[src/rtl/time_field_bank.sv]
// Bank of BCD time fields fed by RTC reads (run mode) or user edits (edit mode),
// with a valid/ready write-back of edited fields when edit mode is left.
module time_field_bank #(
  parameter int                        NUM_FIELDS = 3,
  parameter int                        AW         = 2,
  parameter logic [NUM_FIELDS*8-1:0]   FIELD_MAX  = {8'h23, 8'h59, 8'h59}
) (
  input  logic                      clk,
  input  logic                      reset,
  input  logic                      seleccion,
  input  logic                      en_deco,
  input  logic                      rtc_valid,
  input  logic [AW-1:0]             rtc_addr,
  input  logic [7:0]                rtc_data,
  input  logic [AW-1:0]             edit_field,
  input  logic                      act,
  input  logic [7:0]                act_data,
  input  logic                      edit_inc,
  input  logic                      edit_dec,
  input  logic                      wb_ready,
  output logic [NUM_FIELDS*8-1:0]   fields,
  output logic [NUM_FIELDS-1:0]     dirty,
  output logic                      wb_valid,
  output logic [AW-1:0]             wb_addr,
  output logic [7:0]                wb_data,
  output logic                      wb_busy,
  output logic                      wb_done
);

  // state  | meaning
  // S_IDLE | no write-back in progress; loads and edits allowed
  // S_SEND | presenting dirty field idx_q as a write-back beat
  // S_DONE | one-cycle wb_done pulse, then back to idle
  typedef enum logic [1:0] {S_IDLE, S_SEND, S_DONE} state_t;

  localparam logic [AW:0] NF = (AW+1)'(NUM_FIELDS);

  state_t                  state_q, state_d;
  logic [AW-1:0]           idx_q, idx_d;
  logic                    seleccion_q, seleccion_d;
  logic [7:0]              field_q [NUM_FIELDS];
  logic [7:0]              field_d [NUM_FIELDS];
  logic [NUM_FIELDS-1:0]   dirty_q, dirty_d;
  logic [NUM_FIELDS-1:0]   dirty_rem;

  logic                    idle;
  logic                    rtc_in_range;
  logic                    edit_in_range;
  logic [7:0]              edit_cur;
  logic [7:0]              edit_max;
  logic [7:0]              edit_val;
  logic                    edit_wr;

  function automatic logic [AW-1:0] lowest_set(input logic [NUM_FIELDS-1:0] v);
    lowest_set = '0;
    for (int i = NUM_FIELDS-1; i >= 0; i--) begin
      if (v[i]) lowest_set = AW'(i);
    end
  endfunction

  function automatic logic [7:0] bcd_inc(input logic [7:0] v, input logic [7:0] mx);
    if (v == mx)                 bcd_inc = 8'h00;
    else if (v[3:0] == 4'd9)     bcd_inc = {v[7:4] + 4'd1, 4'd0};
    else                         bcd_inc = {v[7:4], v[3:0] + 4'd1};
  endfunction

  function automatic logic [7:0] bcd_dec(input logic [7:0] v, input logic [7:0] mx);
    if (v == 8'h00)              bcd_dec = mx;
    else if (v[3:0] == 4'd0)     bcd_dec = {v[7:4] - 4'd1, 4'd9};
    else                         bcd_dec = {v[7:4], v[3:0] - 4'd1};
  endfunction

  function automatic logic bcd_ok(input logic [7:0] v, input logic [7:0] mx);
    bcd_ok = (v[7:4] <= 4'd9) && (v[3:0] <= 4'd9) && (v <= mx);
  endfunction

  assign idle          = (state_q == S_IDLE);
  assign seleccion_d   = seleccion;
  assign rtc_in_range  = ({1'b0, rtc_addr}   < NF);
  assign edit_in_range = ({1'b0, edit_field} < NF);

  // Selected field value and its limit, decoded without out-of-range indexing
  always_comb begin
    edit_cur = 8'h00;
    edit_max = 8'h00;
    for (int i = 0; i < NUM_FIELDS; i++) begin
      if (edit_field == AW'(i)) begin
        edit_cur = field_q[i];
        edit_max = FIELD_MAX[8*i +: 8];
      end
    end
  end

  // act has priority; a rejected act still suppresses inc/dec
  always_comb begin
    edit_val = edit_cur;
    edit_wr  = 1'b0;
    if (act) begin
      if (bcd_ok(act_data, edit_max)) begin
        edit_val = act_data;
        edit_wr  = 1'b1;
      end
    end else if (edit_inc && !edit_dec) begin
      edit_val = bcd_inc(edit_cur, edit_max);
      edit_wr  = 1'b1;
    end else if (edit_dec && !edit_inc) begin
      edit_val = bcd_dec(edit_cur, edit_max);
      edit_wr  = 1'b1;
    end
  end

  always_comb begin
    field_d = field_q;
    dirty_d = dirty_q;
    if (en_deco && idle) begin
      if (!seleccion && rtc_valid && rtc_in_range) begin
        for (int i = 0; i < NUM_FIELDS; i++) begin
          if (rtc_addr == AW'(i)) field_d[i] = rtc_data;
        end
      end else if (seleccion && edit_in_range && edit_wr) begin
        for (int i = 0; i < NUM_FIELDS; i++) begin
          if (edit_field == AW'(i)) begin
            field_d[i] = edit_val;
            dirty_d[i] = 1'b1;
          end
        end
      end
    end
    if (state_q == S_SEND && wb_ready) dirty_d[idx_q] = 1'b0;
  end

  always_comb begin
    dirty_rem        = dirty_q;
    dirty_rem[idx_q] = 1'b0;
  end

  always_comb begin
    state_d = state_q;
    idx_d   = idx_q;
    case (state_q)
      S_IDLE: begin
        if (seleccion_q && !seleccion && (|dirty_q)) begin
          state_d = S_SEND;
          idx_d   = lowest_set(dirty_q);
        end
      end
      S_SEND: begin
        if (wb_ready) begin
          if (|dirty_rem) idx_d   = lowest_set(dirty_rem);
          else            state_d = S_DONE;
        end
      end
      S_DONE:  state_d = S_IDLE;
      default: state_d = S_IDLE;
    endcase
  end

  always_comb begin
    wb_valid = (state_q == S_SEND);
    wb_addr  = '0;
    wb_data  = 8'h00;
    wb_busy  = !idle;
    wb_done  = (state_q == S_DONE);
    if (state_q == S_SEND) begin
      wb_addr = idx_q;
      for (int i = 0; i < NUM_FIELDS; i++) begin
        if (idx_q == AW'(i)) wb_data = field_q[i];
      end
    end
  end

  always_comb begin
    fields = '0;
    for (int i = 0; i < NUM_FIELDS; i++) fields[8*i +: 8] = field_q[i];
  end

  assign dirty = dirty_q;

  always_ff @(posedge clk) begin
    if (reset) begin
      state_q     <= S_IDLE;
      idx_q       <= '0;
      seleccion_q <= 1'b0;
      dirty_q     <= '0;
      for (int i = 0; i < NUM_FIELDS; i++) field_q[i] <= 8'h00;
    end else begin
      state_q     <= state_d;
      idx_q       <= idx_d;
      seleccion_q <= seleccion_d;
      dirty_q     <= dirty_d;
      for (int i = 0; i < NUM_FIELDS; i++) field_q[i] <= field_d[i];
    end
  end

endmodule

[config.mk]
export PLATFORM = sky130hd
export DESIGN_NAME = time_field_bank
export DESIGN_NICKNAME = d
export VERILOG_FILES = /design/src/rtl/time_field_bank.sv
export SDC_FILE = /design/constraint.sdc
export NUM_CORES = 1
export LEC_CHECK = 0
export ABC_AREA = 1
export CAP_MARGIN = 0
export CORE_MARGIN = 1.5
export CORE_UTILIZATION = 50
export DETAILED_ROUTE_END_ITERATION = 10
export PLACE_DENSITY = 0.87
export SYNTH_ARGS = -nofsm -noshare
export SYNTH_HDL_FRONTEND = slang
export SYNTH_SLANG_ARGS = --single-unit
[constraint.sdc]
create_clock -name clk -period 7.03 [get_ports clk]
set_clock_uncertainty 0.1 [all_clocks]
set_input_delay 1.7575 -clock clk [delete_from_list [all_inputs] [get_ports clk]]
set_output_delay 1.7575 -clock clk [all_outputs]
set_load 0.005 [all_outputs]
==> impl_metrics.env, run 1 <==
export IMPL_cellPowerDensity_nw_per_um2=135
export IMPL_nNetsFinal=609
export IMPL_drt_initial_drc_count=347
export IMPL_startpoint_type="input port"
export IMPL_clk_pin_slew_worst_paths_ns=0.07
export IMPL_yosys_area_share_simple_pct=42.1
export IMPL_die_w_um=80.0
export IMPL_rsz0062_at_grt="false"
export IMPL_fmax_ghz=0.204
export IMPL_drive_gt1_share_pct=9.30
export IMPL_grt_max_degree=27
export IMPL_cts_resized=0
export IMPL_dr_pass1_iters=5
export IMPL_crit_type="input port to flop"
export IMPL_slew_headroom_pct=50.8
export IMPL_cts_tree="done"
export IMPL_wl_per_cell_um=14.4
export IMPL_synth_top_cell_by_area="dfxtp_1"
export IMPL_root_buffer="clkbuf_8"
export IMPL_fin_util_pct=67.6
export IMPL_crit_path_max_incr_delay_ns=0.88
export IMPL_maxSlewViolCount=0
export IMPL_crit_slowest_cell="clkdlybuf4s50_1"
export IMPL_yosysSeqAreaShare_pct=21.6
export IMPL_track_usage_pct=29.3
export IMPL_netlist_area_sq_um=2970
export IMPL_overflow=0
export IMPL_layoutNonFillerInstCount=642
export IMPL_syn_nets=545
export IMPL_ys_top_cells_by_area="dfxtp_1, nand2_1, inv_1"
export IMPL_num_antenna_cells=0
export IMPL_netlist_instances=505
export IMPL_hold_class="flop to flop"
export IMPL_syn_avg_cell_area_sq_um=5.88
export IMPL_n_fill_cell=515
export IMPL_vias=3658
export IMPL_place_hpwl_um=7440
export IMPL_area_growth_pct=27.7
export IMPL_core_area_sq_um=5610
export IMPL_drc=0
export IMPL_vdd_ir_drop_max_mv=0.133
export IMPL_initial_core_util_pct=52.9
export IMPL_htree_levels=2
export IMPL_end_kind="flop"
export IMPL_final_hold_viol_count=0
export IMPL_place_area_sq_um=3680
export IMPL_io_buffers=68
export IMPL_wl_um=9270
export IMPL_die_h_um=80.0
export IMPL_place_inst=634
export IMPL_grt_pass1_vias=3241
export IMPL_clock_latency_ns=0.29
export IMPL_mostFrequentLayoutCells="nand2_1, inv_1, clkdlybuf4s50_1"
export IMPL_fin_area_sq_um=3790
export IMPL_antenna_found_initial=0
export IMPL_fin_crit_sh_pct=69.7
export IMPL_critPathMaxFanout=15
export IMPL_synth_top_family_by_area="simple AND/OR/NAND/NOR gates"
export IMPL_clkSinkCount=32
export IMPL_final_common_cell="nand2_1"
export IMPL_ctsHoldBuffers=0
export IMPL_cap_violations=0
export IMPL_worst_endpoint_arrival_ns=5.03
export IMPL_grt_pass1_wl_um=14700
export IMPL_critPathMostFrequentCell="nand2_1"
export IMPL_synth_xor_area_share_pct=0.590
export IMPL_fp_dieArea_sq_um=6410
export IMPL_finalCriticalPeriod_ns=4.90
export IMPL_cts_setup_buffers=0
export IMPL_drtAntennaViolNets=0
export IMPL_viasPerCell=5.70
export IMPL_ys_types=36
export IMPL_cp_required_ns=7.17
export IMPL_synthAdderAreaFrac_pct=4.64
export IMPL_synth_compound_area_share_pct=17.7
export IMPL_status="complete, no violations"
export IMPL_synth_mux_area_fraction_pct=0
export IMPL_holdWs_ns=0.445
export IMPL_row_count=27
export IMPL_finalSetupViolations=0
export IMPL_ys_warn_count=0
export IMPL_worst_slew_pin_slew_ns=0.735
export IMPL_synth_seq_cells=32
export IMPL_io_pins=69
export IMPL_path_cells="clkdlybuf4s50_1 -> nand2_4 -> ha_1 -> inv_1 -> o21ai_0 -> a21oi_1 -> o21ai_0 -> nand2_1 -> nand2_1 -> nand2_1 -> nand3_1 -> nand2_1 -> nand2_2 -> inv_1 -> nand3_1 -> nand2_1 -> inv_1"
export IMPL_gp_congestion=0.933
export IMPL_cts_buffer_depth=2
export IMPL_yosysTopAreaCellShare_pct=21.6
export IMPL_cts_made_buffers=5
export IMPL_power_leakage_nw=1.91
export IMPL_finalSetupTns_ns=0
-- per-layer routing --
layer | track usage, % | vias up | part of all wire, %
met3 | 4.80 | 37 | 9.3
met2 | 50.5 | 235 | 47
met1 | 36.0 | 1623 | 40
li1 | - | 1763 | -
met4 | 11.6 | 0 | 3.3
met5 | 0 | - | 0
-- where the power goes --
part	switching (mW)	total, mW	internal, mW
logic	0.0856	0.142	0.0561
registers	0.00598	0.193	0.187
clock network	0.0724	0.177	0.105
total	0.164	0.512	0.348
-- sequential cells by signal (all words and copies together), names as in the netlist --
register     flops
state_q          2
fields          24
idx_q            2
seleccion_q      1
dirty            3
-- Yosys cell counts, drive strengths merged --
library cell,instances
o21ai,31
a31oi,5
dfxtp,32
clkbuf,7
o31ai,1
or2,8
nand2,151
nand3,52
buf,4
inv,87
nor3,6
nor2,38
o22ai,9
nand4,10
clkinv,2
o211ai,4
xor2,2
ha,11
o21a,1
a21oi,44
-- metrics by stage --
step	total power [mW]	setup WS (ns)
after detailed placement	0.335	1.96
after global routing	0.537	1.89
after CTS	0.509	2.24
final	0.512	2.13
after floorplan	0.283	3.18
after global placement	0.332	2.09
-- worst max-delay path: cells and delay by family --
kind	cells	cell delay, ns
AND/OR/NAND/NOR	9	1.39
buffers and inverters	4	1.15
AO/OA/AOI/OAI	3	0.40
adder cells (fa/ha/maj)	1	0.34
-- worst paths after layout --
| check | startpoint | to | slack (ns) | depth (start not counted) |
|---|---|---|---|---|
| worst max-delay path | edit_field[1] | fields[1] | 2.13 | 17 |
| worst min register to register | dirty[2] | dirty[2] | 0.44 | 2 |
| worst max register to register | fields[5] | fields[3] | 4.57 | 15 |
| worst min-delay path | dirty[2] | dirty[2] | 0.44 | 2 |
-- area by class of cell --
cell class | count | area [sq um] | area share, %
Clock buffer | 5 | 68.8 | 1.82
Clock inverter | 3 | 42.5 | 1.12
Inverter | 89 | 337 | 8.88
Multi-Input combinational cell | 373 | 1930 | 50.9
Sequential cell | 32 | 641 | 16.9
Tap cell | 72 | 90.1 | 2.38
Timing Repair Buffer | 68 | 681 | 18.0
-- cells by family (layout without fill, tap and decap cells) --
family,count (synthesis),after routing
AND/OR/NAND/NOR,265,265
adder cells (fa/ha/maj),11,11
AO/OA/AOI/OAI,95,95
XOR/XNOR,2,2
flip-flops,32,32
buffers and inverters,100,165
Power figures use the tool's default switching activity.
==> run 2, diff against run 1 <==
Clock period 7.03 ns to 4.85 ns, I/O delays scaled along.
==> run 2 against run 1 <==
Sequential share of layout area is 0.17 points lower. Critical endpoint is now fields[9]. Critical path type unchanged. Hold slack better by 0.0011 ns. Worst setup slack worse by 1.3 ns.
==> impl_metrics.env, run 2 (same netlist as run 1, synthesis figures left out) <==
export IMPL_clk_pin_slew_worst_paths_ns=0.07
export IMPL_worstHoldPathCells=2
export IMPL_clock_latency_ns=0.29
export IMPL_vdd_ir_drop_max_mv=0.126
export IMPL_status="complete, no violations"
export IMPL_grt_pass1_wl_um=15600
export IMPL_die_w_um=80.0
export IMPL_htree_levels=2
export IMPL_antenna_found_initial=0
export IMPL_fp_dieArea_sq_um=6410
export IMPL_finalSetupViolations=0
export IMPL_cp_required_ns=4.94
export IMPL_end_kind="flop"
export IMPL_slew_headroom_pct=46.9
export IMPL_cts_tree="done"
export IMPL_cts_setup_buffers=0
export IMPL_drc=0
export IMPL_crit_type="input port to flop"
export IMPL_area_growth_pct=28.9
export IMPL_cellPowerDensity_nw_per_um2=203
export IMPL_cap_violations=0
export IMPL_place_hpwl_um=7710
export IMPL_fmax_ghz=0.246
export IMPL_maxSlewViolCount=0
export IMPL_cts_resized=0
export IMPL_mostFrequentLayoutCells="nand2_1, inv_1, clkdlybuf4s50_1"
export IMPL_vias=3752
export IMPL_die_h_um=80.0
export IMPL_power_leakage_nw=1.94
export IMPL_cts_buffer_depth=2
export IMPL_fin_crit_sh_pct=83.7
export IMPL_wl_um=9740
export IMPL_io_pins=69
export IMPL_worst_endpoint_arrival_ns=4.15
export IMPL_core_area_sq_um=5610
export IMPL_finalCriticalPeriod_ns=4.06
export IMPL_power_mw=0.776
export IMPL_grt_pass1_vias=3338
export IMPL_final_hold_viol_count=0
export IMPL_hold_class="flop to flop"
export IMPL_dr_pass1_iters=5
export IMPL_ctsHoldBuffers=0
export IMPL_io_buffers=68
export IMPL_largest_reg_flops=24
export IMPL_gp_congestion=1.00
export IMPL_nNetsFinal=612
export IMPL_root_buffer="clkbuf_8"
export IMPL_drive_gt1_share_pct=9.77
export IMPL_row_count=27
export IMPL_startpoint_type="input port"
export IMPL_worst_slew_pin_slew_ns=0.794
export IMPL_drt_initial_drc_count=424
export IMPL_overflow=0
export IMPL_drtAntennaViolNets=0
export IMPL_final_common_cell="nand2_1"
export IMPL_grt_max_degree=27
export IMPL_num_antenna_cells=0
export IMPL_cts_made_buffers=5
export IMPL_initial_core_util_pct=52.9
export IMPL_critPathMaxFanout=9
export IMPL_viasPerCell=5.82
export IMPL_final_setup_worst_slack_ns=0.791
export IMPL_dp_slack_ns=0.589
export IMPL_ff2ff_path_depth=13
export IMPL_clkSinkCount=32
export IMPL_track_usage_pct=30.9
export IMPL_rsz0062_at_grt="false"
export IMPL_finalSetupTns_ns=0
export IMPL_wl_per_cell_um=15.1
export IMPL_n_fill_cell=528
==> run 2: area by class of cell <==
type | instances | area, sq um | area share, %
timing repair buffer | 71 | 703 | 18.4
sequential | 32 | 641 | 16.7
clock inverter | 1 | 30.0 | 0.785
inverter | 89 | 337 | 8.80
tap | 72 | 90.1 | 2.35
multi-input combinational | 373 | 1930 | 50.4
clock buffer | 7 | 96.3 | 2.52
==> run 2: path summary, 6_finish.rpt <==
path	start	to	slack (ns)
worst max-delay path	edit_field[0]	fields[9]	0.79
worst min-delay path	dirty[0]	dirty[0]	0.45
worst max register to register	fields[21]	fields[8]	2.35
worst min register to register	dirty[0]	dirty[0]	0.45
==> run 2: power breakdown <==
group / switching (mW) / leakage, nW / internal, mW
combinational: 0.128 / 1.61 / 0.0834
sequential: 0.00893 / 0.259 / 0.271
clock: 0.103 / 0.0645 / 0.181
==> run 2: layer usage <==
metal  part of all wire [%]  GRT usage [%]
met1                     40           39.7
met2                     47           52.9
met3                     10           4.00
met4                    2.5           10.3
met5                      0              0
==> run 2: through the flow <==
stage | hold WS (ns) | utilization [%] | std cells | area, sq um
floorplan | 0.397 | - | 505 | 2970
global placement | 0.422 | 66.0 | 637 | 3700
detailed placement | 0.425 | 66.0 | 637 | 3700
CTS | 0.441 | 68.2 | 645 | 3830
global route | 0.491 | 68.2 | 645 | 3830
finish | 0.446 | 68.2 | 645 | 3830
==> run 2: worst max-delay path, stage by stage <==
cell	delay [ns]
clkdlybuf4s50_1	0.73
inv_2	0.17
nand2_4	0.16
ha_1	0.27
inv_1	0.07
o21ai_0	0.10
a21oi_1	0.15
o21ai_0	0.09
nand2_1	0.08
nand2_1	0.07
nand2_1	0.13
nand3_1	0.11
nand2_1	0.17
nand2_2	0.15
inv_1	0.25
nand3_1	0.12
nand2_1	0.08
inv_1	0.04
==> run 3, diff against run 2 <==
Settings changed: CORE_UTILIZATION 50 to 46, PLACE_DENSITY 0.87 to 0.84.
Clock period 4.85 ns to 3.4 ns, I/O delays scaled along.
==> run 3 against run 2 <==
Critical path depth down 2. Largest power group unchanged. Sequential power up 43%. Wire length up 6.0%. First-iteration DRC count down 26%. Cell area up 4.6%. Flip-flop and latch count unchanged. Global-route usage down 1.5 points. Power up 46%. Final cell count up 4.0%. Clock-buffer cell count unchanged.
==> impl_metrics.env, run 3 (same netlist as run 1, synthesis figures left out) <==
export IMPL_finalSetupViolations=0
export IMPL_final_setup_worst_slack_ns=0.254
export IMPL_power_leakage_nw=2.04
export IMPL_clkSinkCount=32
export IMPL_fp_dieArea_sq_um=6940
export IMPL_fmax_ghz=0.318
export IMPL_cp_required_ns=3.52
export IMPL_cap_violations=0
export IMPL_grt_max_degree=27
export IMPL_worstHoldPathCells=2
export IMPL_rrSetupSlack_ns=1.21
export IMPL_root_buffer="clkbuf_8"
export IMPL_fin_crit_sh_pct=92.5
export IMPL_grt_pass1_vias=3553
export IMPL_htree_levels=2
export IMPL_crit_path_max_incr_delay_ns=0.49
export IMPL_track_usage_pct=29.4
export IMPL_overflow=0
export IMPL_vdd_ir_drop_max_mv=0.221
export IMPL_worst_endpoint_arrival_ns=3.27
export IMPL_cp_top_family="buffers and inverters"
export IMPL_ctsHoldBuffers=0
export IMPL_area_growth_pct=34.8
export IMPL_layoutNonFillerInstCount=671
export IMPL_drtAntennaViolNets=0
export IMPL_crit_buf_inv=4
export IMPL_worst_slew_pin_slew_ns=0.802
export IMPL_startpoint_type="input port"
export IMPL_wl_um=10300
export IMPL_crit_type="input port to flop"
export IMPL_final_hold_viol_count=0
export IMPL_dp_slack_ns=-0.226
export IMPL_crit_slowest_cell="clkdlybuf4s50_1"
export IMPL_io_buffers=68
export IMPL_place_inst=663
export IMPL_end_kind="flop"
export IMPL_worst_path_stages=16
export IMPL_worstSetupStartpoint="edit_field[0]"
export IMPL_io_pins=69
export IMPL_grt_pass1_wl_um=16800
export IMPL_die_w_um=83.3
export IMPL_cts_tree="done"
export IMPL_r2r_end="fields[16]"
export IMPL_drc=0
export IMPL_clk_pin_slew_worst_paths_ns=0.07
export IMPL_r2r_start="fields[20]"
export IMPL_nNetsFinal=633
export IMPL_cts_made_buffers=5
export IMPL_drt_initial_drc_count=315
export IMPL_viasPerCell=5.71
export IMPL_drive_gt1_share_pct=13.1
export IMPL_core_area_sq_um=6280
export IMPL_path_cells="clkdlybuf4s50_1 -> buf_4 -> nand2_1 -> ha_1 -> o21ai_1 -> a21oi_1 -> o21ai_1 -> nand2_1 -> nand2_1 -> nand2_1 -> buf_4 -> o21ai_0 -> inv_1 -> nand2_1 -> nand2_1 -> a21oi_1"
export IMPL_row_count=29
export IMPL_critPathMostFrequentCell="nand2_1"
export IMPL_critPathMaxFanout=8
export IMPL_slew_headroom_pct=46.4
export IMPL_n_fill_cell=568
export IMPL_num_antenna_cells=0
export IMPL_antenna_found_initial=0
export IMPL_clock_latency_ns=0.30
export IMPL_crit_end="fields[23]"
export IMPL_final_common_cell="nand2_1"
export IMPL_wl_per_cell_um=15.4
export IMPL_mostFrequentLayoutCells="nand2_1, inv_1, clkdlybuf4s50_1"
export IMPL_ff2ff_path_depth=13
export IMPL_cellPowerDensity_nw_per_um2=282
export IMPL_hold_class="flop to flop"
export IMPL_largest_reg_flops=24
export IMPL_place_hpwl_um=7970
export IMPL_initial_core_util_pct=47.3
export IMPL_die_h_um=83.3
export IMPL_dr_pass1_iters=6
export IMPL_rsz0062_at_grt="false"
export IMPL_gp_congestion=1.02
export IMPL_cts_buffer_depth=2
export IMPL_finalCriticalPeriod_ns=3.15
export IMPL_maxSlewViolCount=0
export IMPL_status="complete, no violations"
export IMPL_vias=3832
[run 3: cell count changes in the layout (fill, tap and decap cells not counted), sizes merged]
| cell | change |
|---|---|
| inv | -1 |
| clkdlybuf4s50 | -1 |
| clkinvlp | +1 |
| buf | +21 |
| dlymetal6s2s | +1 |
[run 3: stage by stage]
| step | hold slack (ns) | util [%] | total power, mW | TNS [ns] | instance area [sq um] |
|---|---|---|---|---|---|
| 2_1_floorplan | 0.397 | - | 0.586 | 0 | 2970 |
| 3_3_place_gp | 0.430 | 61.6 | 0.712 | -1.33 | 3860 |
| 3_5_place_dp | 0.422 | 61.6 | 0.719 | -3.54 | 3860 |
| 4_1_cts | 0.439 | 63.6 | 1.12 | 0 | 3990 |
| 5_1_grt | 0.474 | 63.7 | 1.18 | 0 | 4000 |
| 6_report | 0.448 | 63.7 | 1.13 | 0 | 4000 |
[run 3: how the worst min path moves through the flow]
stage / start / endpoint / slack, ns
2_1_floorplan: dirty[2] / dirty[2] / 0.40
3_3_place_gp: dirty[2] / dirty[2] / 0.43
3_5_place_dp: dirty[2] / dirty[2] / 0.42
4_1_cts: dirty[2] / dirty[2] / 0.44
5_1_grt: dirty[0] / dirty[0] / 0.47
6_report: dirty[2] / dirty[2] / 0.45
[run 3: report_power, final]
group	internal, mW	switching (mW)	leakage [nW]
clock	0.259	0.150	0.0645
combinational	0.133	0.188	1.71
sequential	0.387	0.0129	0.259
[run 3: repair_timing]
action	4_1_cts	5_1_grt
setup buffers	0	0
gates resized for setup	0	5
endpoints found under the setup margin	0	24
[run 3: routing by layer]
| layer | vias to the layer above | part of all wire, % | track usage (%) |
|---|---|---|---|
| met5 | - | 0 | 0 |
| met4 | 0 | 4.6 | 13.3 |
| met3 | 54 | 8.6 | 3.78 |
| met2 | 246 | 47 | 50.3 |
| met1 | 1720 | 40 | 36.8 |
| li1 | 1812 | - | - |
[run 3: final cells by class]
class / instances / area, sq um / share of cell area (%)
Multi-Input combinational cell: 373 / 1930 / 48.3
Timing Repair Buffer: 92 / 863 / 21.6
Sequential cell: 32 / 641 / 16.0
Inverter: 89 / 340 / 8.51
Clock buffer: 7 / 96.3 / 2.41
Tap cell: 77 / 96.3 / 2.41
Clock inverter: 1 / 30.0 / 0.750
[run 3: worst reg2reg max path, cell delays in order, from the launching register on]
cell	delay (ns)
dfxtp_1	0.31
inv_1	0.15
nor2_4	0.07
nor2_4	0.14
ha_1	0.16
nand4_1	0.14
nor2_4	0.18
nand3_1	0.12
o21ai_0	0.16
o21ai_0	0.12
nand2_1	0.07
nand3_1	0.06
nand2_1	0.19
a21oi_1	0.10
